## src/rtl/irq_dispatch_if.sv

```systemverilog
// Signal bundle between the status register, the interrupt dispatcher and the host.
// slave is the dispatcher's view; master is the status-register/host side.
interface irq_dispatch_if #(
  parameter int SIZE_REG   = 'd32,
  parameter int STAT_WIDTH = 'd16
);
  logic                  int_req;
  logic [SIZE_REG-1:0]   data_status;
  logic                  cfg_wr;
  logic [SIZE_REG-1:0]   cfg_data;
  logic                  irq_ack;
  logic                  irq;
  logic [7:0]            irq_flags;
  logic                  en_clear;
  logic [STAT_WIDTH-1:0] clear;
  logic [STAT_WIDTH-1:0] mask;
  logic [1:0]            retry_cnt;
  logic                  irq_lost;

  modport slave (
    input  int_req, data_status, cfg_wr, cfg_data, irq_ack,
    output irq, irq_flags, en_clear, clear, mask, retry_cnt, irq_lost
  );

  modport master (
    output int_req, data_status, cfg_wr, cfg_data, irq_ack,
    input  irq, irq_flags, en_clear, clear, mask, retry_cnt, irq_lost
  );
endinterface

```

## src/rtl/irq_dispatch.sv

```systemverilog
// Interrupt dispatcher: turns the status block's active-low request into a level irq
// with flag snapshot, ack handshake, timeout/retry, and host clear/mask strobes.
//
// state      | meaning
// IDLE       | waiting for int_req low
// ASSERT     | irq high, timeout running, waiting for ack
// REARM      | irq low for one cycle before a retry
// WAIT_CLEAR | acked, waiting for the host clear write
// HOLDOFF    | ignoring stale int_req while the clear propagates
module irq_dispatch #(
  parameter int SIZE_REG   = 'd32,
  parameter int STAT_WIDTH = 'd16,
  parameter int TIMEOUT    = 'd1024,
  parameter int MAX_RETRY  = 'd3,
  parameter int HOLDOFF    = 'd4
) (
  input  logic            clk,
  input  logic            rst_a,
  irq_dispatch_if.slave   bus
);

  typedef enum logic [2:0] {
    S_IDLE,
    S_ASSERT,
    S_REARM,
    S_WAIT_CLEAR,
    S_HOLDOFF
  } state_t;

  localparam logic [15:0] TMR_LOAD  = 16'(TIMEOUT - 1);
  localparam logic [15:0] HOLD_LOAD = 16'(HOLDOFF - 1);
  localparam logic [1:0]  RETRY_MAX = 2'(MAX_RETRY);

  state_t                r_state;
  logic [15:0]           r_tmr;
  logic [15:0]           r_hold;
  logic                  r_irq;
  logic [7:0]            r_flags;
  logic                  r_en_clear;
  logic [STAT_WIDTH-1:0] r_clear;
  logic [STAT_WIDTH-1:0] r_mask;
  logic [1:0]            r_retry;
  logic                  r_lost;

  logic [SIZE_REG-1:0]   w_status;
  logic [7:0]            w_flags;
  logic                  w_lost_clr;
  logic [STAT_WIDTH-1:0] w_clear_nxt;
  logic [STAT_WIDTH-1:0] w_mask_nxt;

  assign w_status    = bus.data_status;
  assign w_flags     = w_status[7:0] & w_status[23:16];
  assign w_lost_clr  = bus.cfg_wr & bus.cfg_data[31];
  assign w_clear_nxt = STAT_WIDTH'(bus.cfg_data[15:0]);
  assign w_mask_nxt  = STAT_WIDTH'({8'h00, bus.cfg_data[23:16]});

  // Timers count down from load value; the terminal count of zero marks expiry.
  always_ff @(posedge clk or negedge rst_a) begin
    if (!rst_a) begin
      r_state    <= S_IDLE;
      r_tmr      <= 16'd0;
      r_hold     <= 16'd0;
      r_irq      <= 1'b0;
      r_flags    <= 8'h00;
      r_en_clear <= 1'b0;
      r_clear    <= '0;
      r_mask     <= '0;
      r_retry    <= 2'd0;
      r_lost     <= 1'b0;
    end else begin
      r_en_clear <= bus.cfg_wr;
      if (bus.cfg_wr) begin
        r_clear <= w_clear_nxt;
        r_mask  <= w_mask_nxt;
      end
      if (w_lost_clr) begin
        r_lost <= 1'b0;
      end

      case (r_state)
        S_IDLE: begin
          r_tmr   <= TMR_LOAD;
          r_retry <= 2'd0;
          if (!bus.int_req) begin
            r_state <= S_ASSERT;
            r_irq   <= 1'b1;
            r_flags <= w_flags;
          end
        end

        S_ASSERT: begin
          r_tmr <= r_tmr - 16'd1;
          if (bus.irq_ack) begin
            r_irq   <= 1'b0;
            r_state <= S_WAIT_CLEAR;
          end else if (bus.int_req) begin
            r_irq   <= 1'b0;
            r_retry <= 2'd0;
            r_state <= S_IDLE;
          end else if (r_tmr == 16'd0) begin
            r_irq <= 1'b0;
            if (r_retry < RETRY_MAX) begin
              r_retry <= r_retry + 2'd1;
              r_state <= S_REARM;
            end else begin
              // a loss in the same cycle as a host clear of irq_lost still sets it
              r_lost  <= 1'b1;
              r_hold  <= HOLD_LOAD;
              r_state <= S_HOLDOFF;
            end
          end
        end

        S_REARM: begin
          r_irq   <= 1'b1;
          r_flags <= w_flags;
          r_tmr   <= TMR_LOAD;
          r_state <= S_ASSERT;
        end

        S_WAIT_CLEAR: begin
          if (bus.cfg_wr) begin
            r_hold  <= HOLD_LOAD;
            r_state <= S_HOLDOFF;
          end
        end

        S_HOLDOFF: begin
          if (r_hold == 16'd0) begin
            r_retry <= 2'd0;
            r_state <= S_IDLE;
          end else begin
            r_hold <= r_hold - 16'd1;
          end
        end

        default: begin
          r_irq   <= 1'b0;
          r_state <= S_IDLE;
        end
      endcase
    end
  end

  assign bus.irq       = r_irq;
  assign bus.irq_flags = r_flags;
  assign bus.en_clear  = r_en_clear;
  assign bus.clear     = r_clear;
  assign bus.mask      = r_mask;
  assign bus.retry_cnt = r_retry;
  assign bus.irq_lost  = r_lost;

endmodule

```

## src/flat_wrapper.sv

```systemverilog
// flat-port wrapper written by rule: the top's interface ports become plain ports
module irq_dispatch_flat 
#(
  parameter int SIZE_REG   = 'd32,
  parameter int STAT_WIDTH = 'd16,
  parameter int TIMEOUT    = 'd1024,
  parameter int MAX_RETRY  = 'd3,
  parameter int HOLDOFF    = 'd4
)
  (clk, rst_a, bus_int_req, bus_data_status, bus_cfg_wr, bus_cfg_data, bus_irq_ack, bus_irq, bus_irq_flags, bus_en_clear, bus_clear, bus_mask, bus_retry_cnt, bus_irq_lost);
  irq_dispatch_if #(.SIZE_REG(SIZE_REG), .STAT_WIDTH(STAT_WIDTH)) bus_i ();
  input  logic clk;
  input  logic rst_a;
  input wire logic [$bits(bus_i.int_req)-1:0] bus_int_req;
  input wire logic [$bits(bus_i.data_status)-1:0] bus_data_status;
  input wire logic [$bits(bus_i.cfg_wr)-1:0] bus_cfg_wr;
  input wire logic [$bits(bus_i.cfg_data)-1:0] bus_cfg_data;
  input wire logic [$bits(bus_i.irq_ack)-1:0] bus_irq_ack;
  output wire logic [$bits(bus_i.irq)-1:0] bus_irq;
  output wire logic [$bits(bus_i.irq_flags)-1:0] bus_irq_flags;
  output wire logic [$bits(bus_i.en_clear)-1:0] bus_en_clear;
  output wire logic [$bits(bus_i.clear)-1:0] bus_clear;
  output wire logic [$bits(bus_i.mask)-1:0] bus_mask;
  output wire logic [$bits(bus_i.retry_cnt)-1:0] bus_retry_cnt;
  output wire logic [$bits(bus_i.irq_lost)-1:0] bus_irq_lost;
  assign bus_i.int_req = bus_int_req;
  assign bus_i.data_status = bus_data_status;
  assign bus_i.cfg_wr = bus_cfg_wr;
  assign bus_i.cfg_data = bus_cfg_data;
  assign bus_i.irq_ack = bus_irq_ack;
  assign bus_irq = bus_i.irq;
  assign bus_irq_flags = bus_i.irq_flags;
  assign bus_en_clear = bus_i.en_clear;
  assign bus_clear = bus_i.clear;
  assign bus_mask = bus_i.mask;
  assign bus_retry_cnt = bus_i.retry_cnt;
  assign bus_irq_lost = bus_i.irq_lost;
  irq_dispatch #(.SIZE_REG(SIZE_REG), .STAT_WIDTH(STAT_WIDTH), .TIMEOUT(TIMEOUT), .MAX_RETRY(MAX_RETRY), .HOLDOFF(HOLDOFF)) u_core (.clk(clk), .rst_a(rst_a), .bus(bus_i));
endmodule
```

## config.mk

```make
export PLATFORM = sky130hd
export DESIGN_NAME = irq_dispatch_flat
export DESIGN_NICKNAME = d
export VERILOG_FILES = /design/src/rtl/irq_dispatch_if.sv /design/src/rtl/irq_dispatch.sv /design/src/flat_wrapper.sv
export SDC_FILE = /design/constraint.sdc
export NUM_CORES = 1
export LEC_CHECK = 0
export BUFFER_PORTS_ARGS = -buffer_cell sky130_fd_sc_hd__buf_2
export CAP_MARGIN = 40
export CORE_UTILIZATION = 36
export CTS_BUF_LIST = sky130_fd_sc_hd__clkbuf_8
export DETAILED_ROUTE_END_ITERATION = 16
export GPL_TIMING_DRIVEN = 0
export PLACE_DENSITY_LB_ADDON = 0.2
export SYNTH_ARGS = -nofsm -noshare
export SYNTH_HDL_FRONTEND = slang
export SYNTH_SLANG_ARGS = --single-unit
```

## constraint.sdc

```tcl
create_clock -name clk -period 2.7 [get_ports clk]
set_input_delay 0.135 -clock clk [delete_from_list [all_inputs] [get_ports clk]]
set_output_delay 0.135 -clock clk [all_outputs]
set_load 0.02 [all_outputs]
```

=== Word level (Yosys, flattened, before mapping) ===
Cells that the tools add are included.

* Bits in registers: 72
* Logic and storage cells: 81
* Output and inout bits: 45
* Input bits: 69

* Reductions and logical operators: 14
* Muxes and demuxes: 35
* Eq/ne operators: 15
* Bitwise logic cells: 3
* Order comparisons: 1
* $add $sub $neg: 3

{| class="wikitable"
|+ Operators by type and width
! operator !! count
|-
| 16-bit 2-to-1 mux || 6
|-
| 16-bit case mux with 3 select lines || 1
|-
| 16-bit logical NOT || 2
|-
| 16-bit case mux with 2 select lines || 1
|-
| 16-bit by 1-bit subtractor with 16-bit output (second input constant) || 2
|-
| 3-bit 2-to-1 mux || 7
|-
| 8-bit case mux with 2 select lines || 1
|-
| 3-bit case mux with 5 select lines || 1
|-
| 2-bit != test (second input constant) || 6
|-
| 1-bit 2-to-1 mux || 10
|-
| 2-bit 2-to-1 mux || 5
|-
| 8-bit bitwise AND || 1
|-
| 8-bit 2-to-1 mux || 1
|-
| 7-bit AND reduction || 1
|-
| 3-bit by 2-bit equality test with 1-bit output (second input constant) || 2
|-
| 3-bit by 2-bit != test with 1-bit output (second input constant) || 2
|-
| 2-bit case mux with 3 select lines || 1
|-
| 3-bit nonzero test || 2
|-
| 5-bit AND reduction || 1
|-
| 2-bit by 1-bit != test with 1-bit output (second input constant) || 2
|-
| 4-bit by 3-bit != test with 1-bit output (second input constant) || 1
|-
| 1-bit case mux with 4 select lines || 1
|-
| 4-bit AND reduction || 1
|-
| 2-bit nonzero test || 2
|-
| 10 further kinds || 11
|}

=== Depth between registers and ports, before layout ===
* Depth after elaboration: 7
* Mapped depth: 8
* Gate-level depth less buffers: 7

=== Worst setup path after synthesis ===
OpenSTA, ideal clock, no wires.

* Path kind: reg-to-reg
* From: register u_core.r_hold[5]
* To: register u_core.r_retry[0] (netlist: u_core.bus.retry_cnt[0])
* Arrival time: 2.011 ns
* Period minus slack after synthesis: 2.132 ns
* Library setup time: 0.121 ns
* Cell stages (with the launch flop): 6
* Slack: 0.568 ns
* Required time: 2.579 ns
* Path buffers: 0
* Cells stage by stage: dfrtp_1 nor4_4 nand2_4 o41a_1 or3_1 a22o_1

* Word-level cells in the longest chain between the ends: 3

{| class="wikitable"
|+ RTL lines
! what !! line !! text
|-
| start: declaration || irq_dispatch.sv:36 || <nowiki>logic [15:0] r_hold;</nowiki>
|-
| start signal: assignment || irq_dispatch.sv:133 || <nowiki>r_hold <= r_hold - 16'd1;</nowiki>
|-
| 16-bit logical NOT || irq_dispatch.sv:129 || <nowiki>if (r_hold == 16'd0) begin</nowiki>
|-
| 2-bit by 1-bit != test with 1-bit output (no source line) || - ||
|-
| 5-bit AND reduction (no source line) || - ||
|-
| end signal: assignment || irq_dispatch.sv:103 || <nowiki>r_retry <= r_retry + 2'd1;</nowiki>
|-
| end: declaration || irq_dispatch.sv:42 || <nowiki>logic [1:0] r_retry;</nowiki>
|}

Every way passes these cells.
A chain may end at the register's enable or synchronous reset.

=== Final worst setup path ===
* From: register u_core.r_hold[5]
* To: register u_core.r_hold[11]

* Word-level cells in the longest chain between the ends: 3
* Elaborated cells between the ends (all ways): 6
* Those cells by class: 1 x add/sub; 1 x eq/ne; 2 x mux; 2 x reduce/logical

{| class="wikitable"
|+ RTL lines
! what !! line
|-
| 16-bit by 1-bit subtractor with 16-bit output or 16-bit logical NOT (tied branches) || irq_dispatch.sv:133, irq_dispatch.sv:129
|-
| 16-bit 2-to-1 mux or 2-bit != test (tied branches) || -
|-
| 16-bit case mux with 3 select lines or 7-bit AND reduction (tied branches) || -
|}

Several ways; a longest one is shown, not always the timed one. The select of a mux whose other input is x is not followed.

==> flow_metrics.env <==
export IMPL_wl_mm=7.59
export IMPL_maxCapViolations=0
export IMPL_p_switching_uw=1400
export IMPL_drtPass1Iterations=4
export IMPL_finalClockSkew_ns=0.0108
export IMPL_placementRows=35
export IMPL_p_leak_uw=0.00203
export IMPL_async_reset_ff_share_pct=100
export IMPL_vias_per_cell=5.05
export IMPL_setup_worst_path_start_class="flop"
export IMPL_synth_flop_cell="dfrtp_1"
export IMPL_worstSetupPathType="flop to flop"
export IMPL_htree_levels=3
export IMPL_insertion_delay_ns=0.34
export IMPL_grtUsageTotal_pct=16.6
export IMPL_endpoint_kind="flop"
export IMPL_hold_path_class="input port to flop"
export IMPL_synth_edf_count=0
export IMPL_p_int_uw=2320
export IMPL_status="completed"
export IMPL_dieWidth_um=100
export IMPL_synthCells=331
export IMPL_seq_area_frac_synth_pct=51.9
export IMPL_setup_viol=0
export IMPL_n_fill_cell=899
export IMPL_routabilityCongestion=0.738
export IMPL_wire_per_inst_um=13.4
export IMPL_cts_setup_buffers=0
export IMPL_drive_gt1_share_pct=33.8
export IMPL_cp_arrival_ns=2.72
export IMPL_synth_warning_count=0
export IMPL_max_slew_worst_pin_slew_ns=0.706
export IMPL_drc_errors=0
export IMPL_setup_tns_ns=0
export IMPL_grt_pass1_vias=2820
export IMPL_rsz0062_at_grt="false"
export IMPL_drt_iter0_drc=98
export IMPL_p_sw_share_pct=37.6
export IMPL_utilization_pct=46.8
export IMPL_synth_top_area_cell="dfrtp_1"
export IMPL_synthTopCellsByArea="dfrtp_1, mux2_2, nand2_1, o211ai_1, or4_1"
export IMPL_cts_root_buffer="clkbuf_8"
export IMPL_core_area_mm2=0.00928
export IMPL_clk_pin_slew_worst_paths_ns=0.08
export IMPL_setup_ws_ns=0.263
export IMPL_die_h_um=100
export IMPL_mappedNetlistArea_mm2=0.00347
export IMPL_worst_path_max_fanout=10
export IMPL_gr_total_overflow=0
export IMPL_post_route_min_period_ns=2.44
export IMPL_cts_sinks=72
export IMPL_numCtsBuffers=9
export IMPL_antennaDiodeCount=0
export IMPL_power_frac_seq_pct=40.8
export IMPL_synth_cell_type_count=50
export IMPL_clkPwrFrac_pct=25.2
export IMPL_dieArea_mm2=0.0100
export IMPL_cts_tree="yes"
export IMPL_drv_slew=0
export IMPL_port_buffers=82
export IMPL_synth_seq_cells=72
export IMPL_grt_max_degree=52
export IMPL_peakVddDrop_mv=0.314
export IMPL_post_place_ws_ns=0.0818
export IMPL_drt_antenna_violating_nets=0
export IMPL_required_ns=2.98
export IMPL_period_share_pct=90.3
export IMPL_place_hpwl_mm=5.61
export IMPL_grt_pass1_wl_mm=13.1
export IMPL_io_pins=114
export IMPL_max_freq_mhz=410
export IMPL_clockBufferDepth=2
export IMPL_area_delta_synth_final_pct=25.3
export IMPL_power_density_mw_per_mm2=855
export IMPL_vias=2861
export IMPL_syn_avg_cell_area_um2=10.5
export IMPL_hold_violations=0
export IMPL_yosysTopAreaCellShare_pct=51.9
export IMPL_combPwrFrac_pct=34.0
export IMPL_nNetsFinal=506
export IMPL_antenna_found_initial=0
export IMPL_max_slew_margin_pct=52.5
export IMPL_p_total_uw=3710
export IMPL_start_util_pct=37.4
==> Yosys cell counts (all sizes together) (3+ instances only) <==
cell / instances
or3: 3
nand4b: 3
nand4: 4
xnor2: 5
a21oi: 13
mux2i: 3
ha: 3
nand3: 8
nor4: 6
and3: 4
nand2: 49
or4: 13
nor3: 8
nand2b: 3
inv: 8
buf: 13
o21ai: 16
mux2: 25
dfrtp: 72
nor2b: 6
o211ai: 11
clkbuf: 8
nor2: 17
==> through the flow <==
stage / instance area, µm² / std cells / hold slack (ns)
2_1_floorplan: 3500 / 338 / -0.161
5_1_grt: 4350 / 567 / 0.00124
6_report: 4350 / 567 / 0.0165
3_5_place_dp: 4100 / 550 / 0.0452
3_3_place_gp: 4070 / 549 / 0.261
4_1_cts: 4340 / 567 / 0.000588
==> power groups by stage <==
stage	clock (µW)	sequential, µW	combinational, µW
detailed placement	0	1540	1270
global placement	0	1530	1240
global route	1030	1560	1440
floorplan	0	1630	777
CTS	977	1520	1270
finish	935	1520	1260
==> area by class of cell <==
type,count,area [µm²],area share (%)
Inverter,8,30.0,0.691
Tap cell,129,161,3.71
Multi-Input combinational cell,237,1560,35.9
Buffer,21,113,2.59
Clock inverter,5,81.3,1.87
Clock buffer,10,138,3.17
Timing Repair Buffer,85,460,10.6
Sequential cell,72,1800,41.5
==> state kept, by name, summed over array words and instances (netlist names) <==
register,cells
u_core.bus.retry_cnt,2
u_core.bus.en_clear,1
u_core.bus.irq_lost,1
u_core.r_state,3
u_core.bus.irq_flags,8
u_core.bus.clear,16
u_core.r_tmr,16
u_core.bus.mask,8
u_core.r_hold,16
u_core.bus.irq,1
==> repair_timing <==
action                                  in CTS  in global routing
hold buffers                                 2                  0
endpoints found under the hold margin       22                  0
resized for setup                            0                  2
endpoints found under the setup margin       0                 11
==> logic make-up after synthesis <==
kind of cell    count (synthesis)  share of synthesized area (%)
compound gates                 57                           11.4
xor+xnor                        7                           1.77
fa+ha+maj                       3                           1.08
buf+inv                        29                           4.11
flops                          72                           51.9
mux                            28                           8.98
other cells                     1                          0.108
simple gates                  134                           20.7
==> final timing paths <==
kind	from	end	slack, ns	cells past startpoint
max	u_core.r_hold[5]	u_core.r_hold[11]	0.26	7
min	bus_cfg_data[8]	u_core.bus.clear[8]	0.02	2
max reg2reg	u_core.r_hold[5]	u_core.r_hold[11]	0.26	7
min reg2reg	u_core.bus.irq_flags[4]	u_core.bus.irq_flags[4]	0.48	2
max in group asynchronous	rst_a	u_core.bus.retry_cnt[0]	1.92	3
min in group asynchronous	rst_a	u_core.bus.clear[9]	0.22	2
==> critical path: stages, from the launching register on <==
cell and delay, ns:
dfrtp_1 0.42, nor4_4 0.55, nand2_4 0.15, o41ai_4 0.47, buf_2 0.29, buf_2 0.26
o211ai_1 0.13, nand2_1 0.09
==> layer usage <==
layer | global-route usage, % | vias to the layer above | routed length [µm]
met2 | 28.3 | 87 | 3600
li1 | - | 1385 | -
met1 | 20.5 | 1377 | 3400
met5 | 0 | - | 0
met4 | 7.36 | 0 | 150
met3 | 3.34 | 12 | 440
==> layout by cell type (no fill, tap or decap), types with 3 or more instances in the layout <==
cell	n
nor2b_1	6
conb_1	8
buf_4	9
clkbuf_8	10
buf_2	84
xnor2_1	5
inv_1	8
nand2_1	48
o21ai_0	16
and3_1	4
nor3_1	8
nor4_1	4
nand4b_1	3
or4_1	11
nand3_1	8
clkbuf_1	8
ha_1	3
a21oi_1	12
nand4_1	4
mux2i_1	3
o211ai_1	11
dfrtp_1	72
nand2b_1	3
mux2_2	25
nor2_1	17
Power figures use the tool's default switching activity.
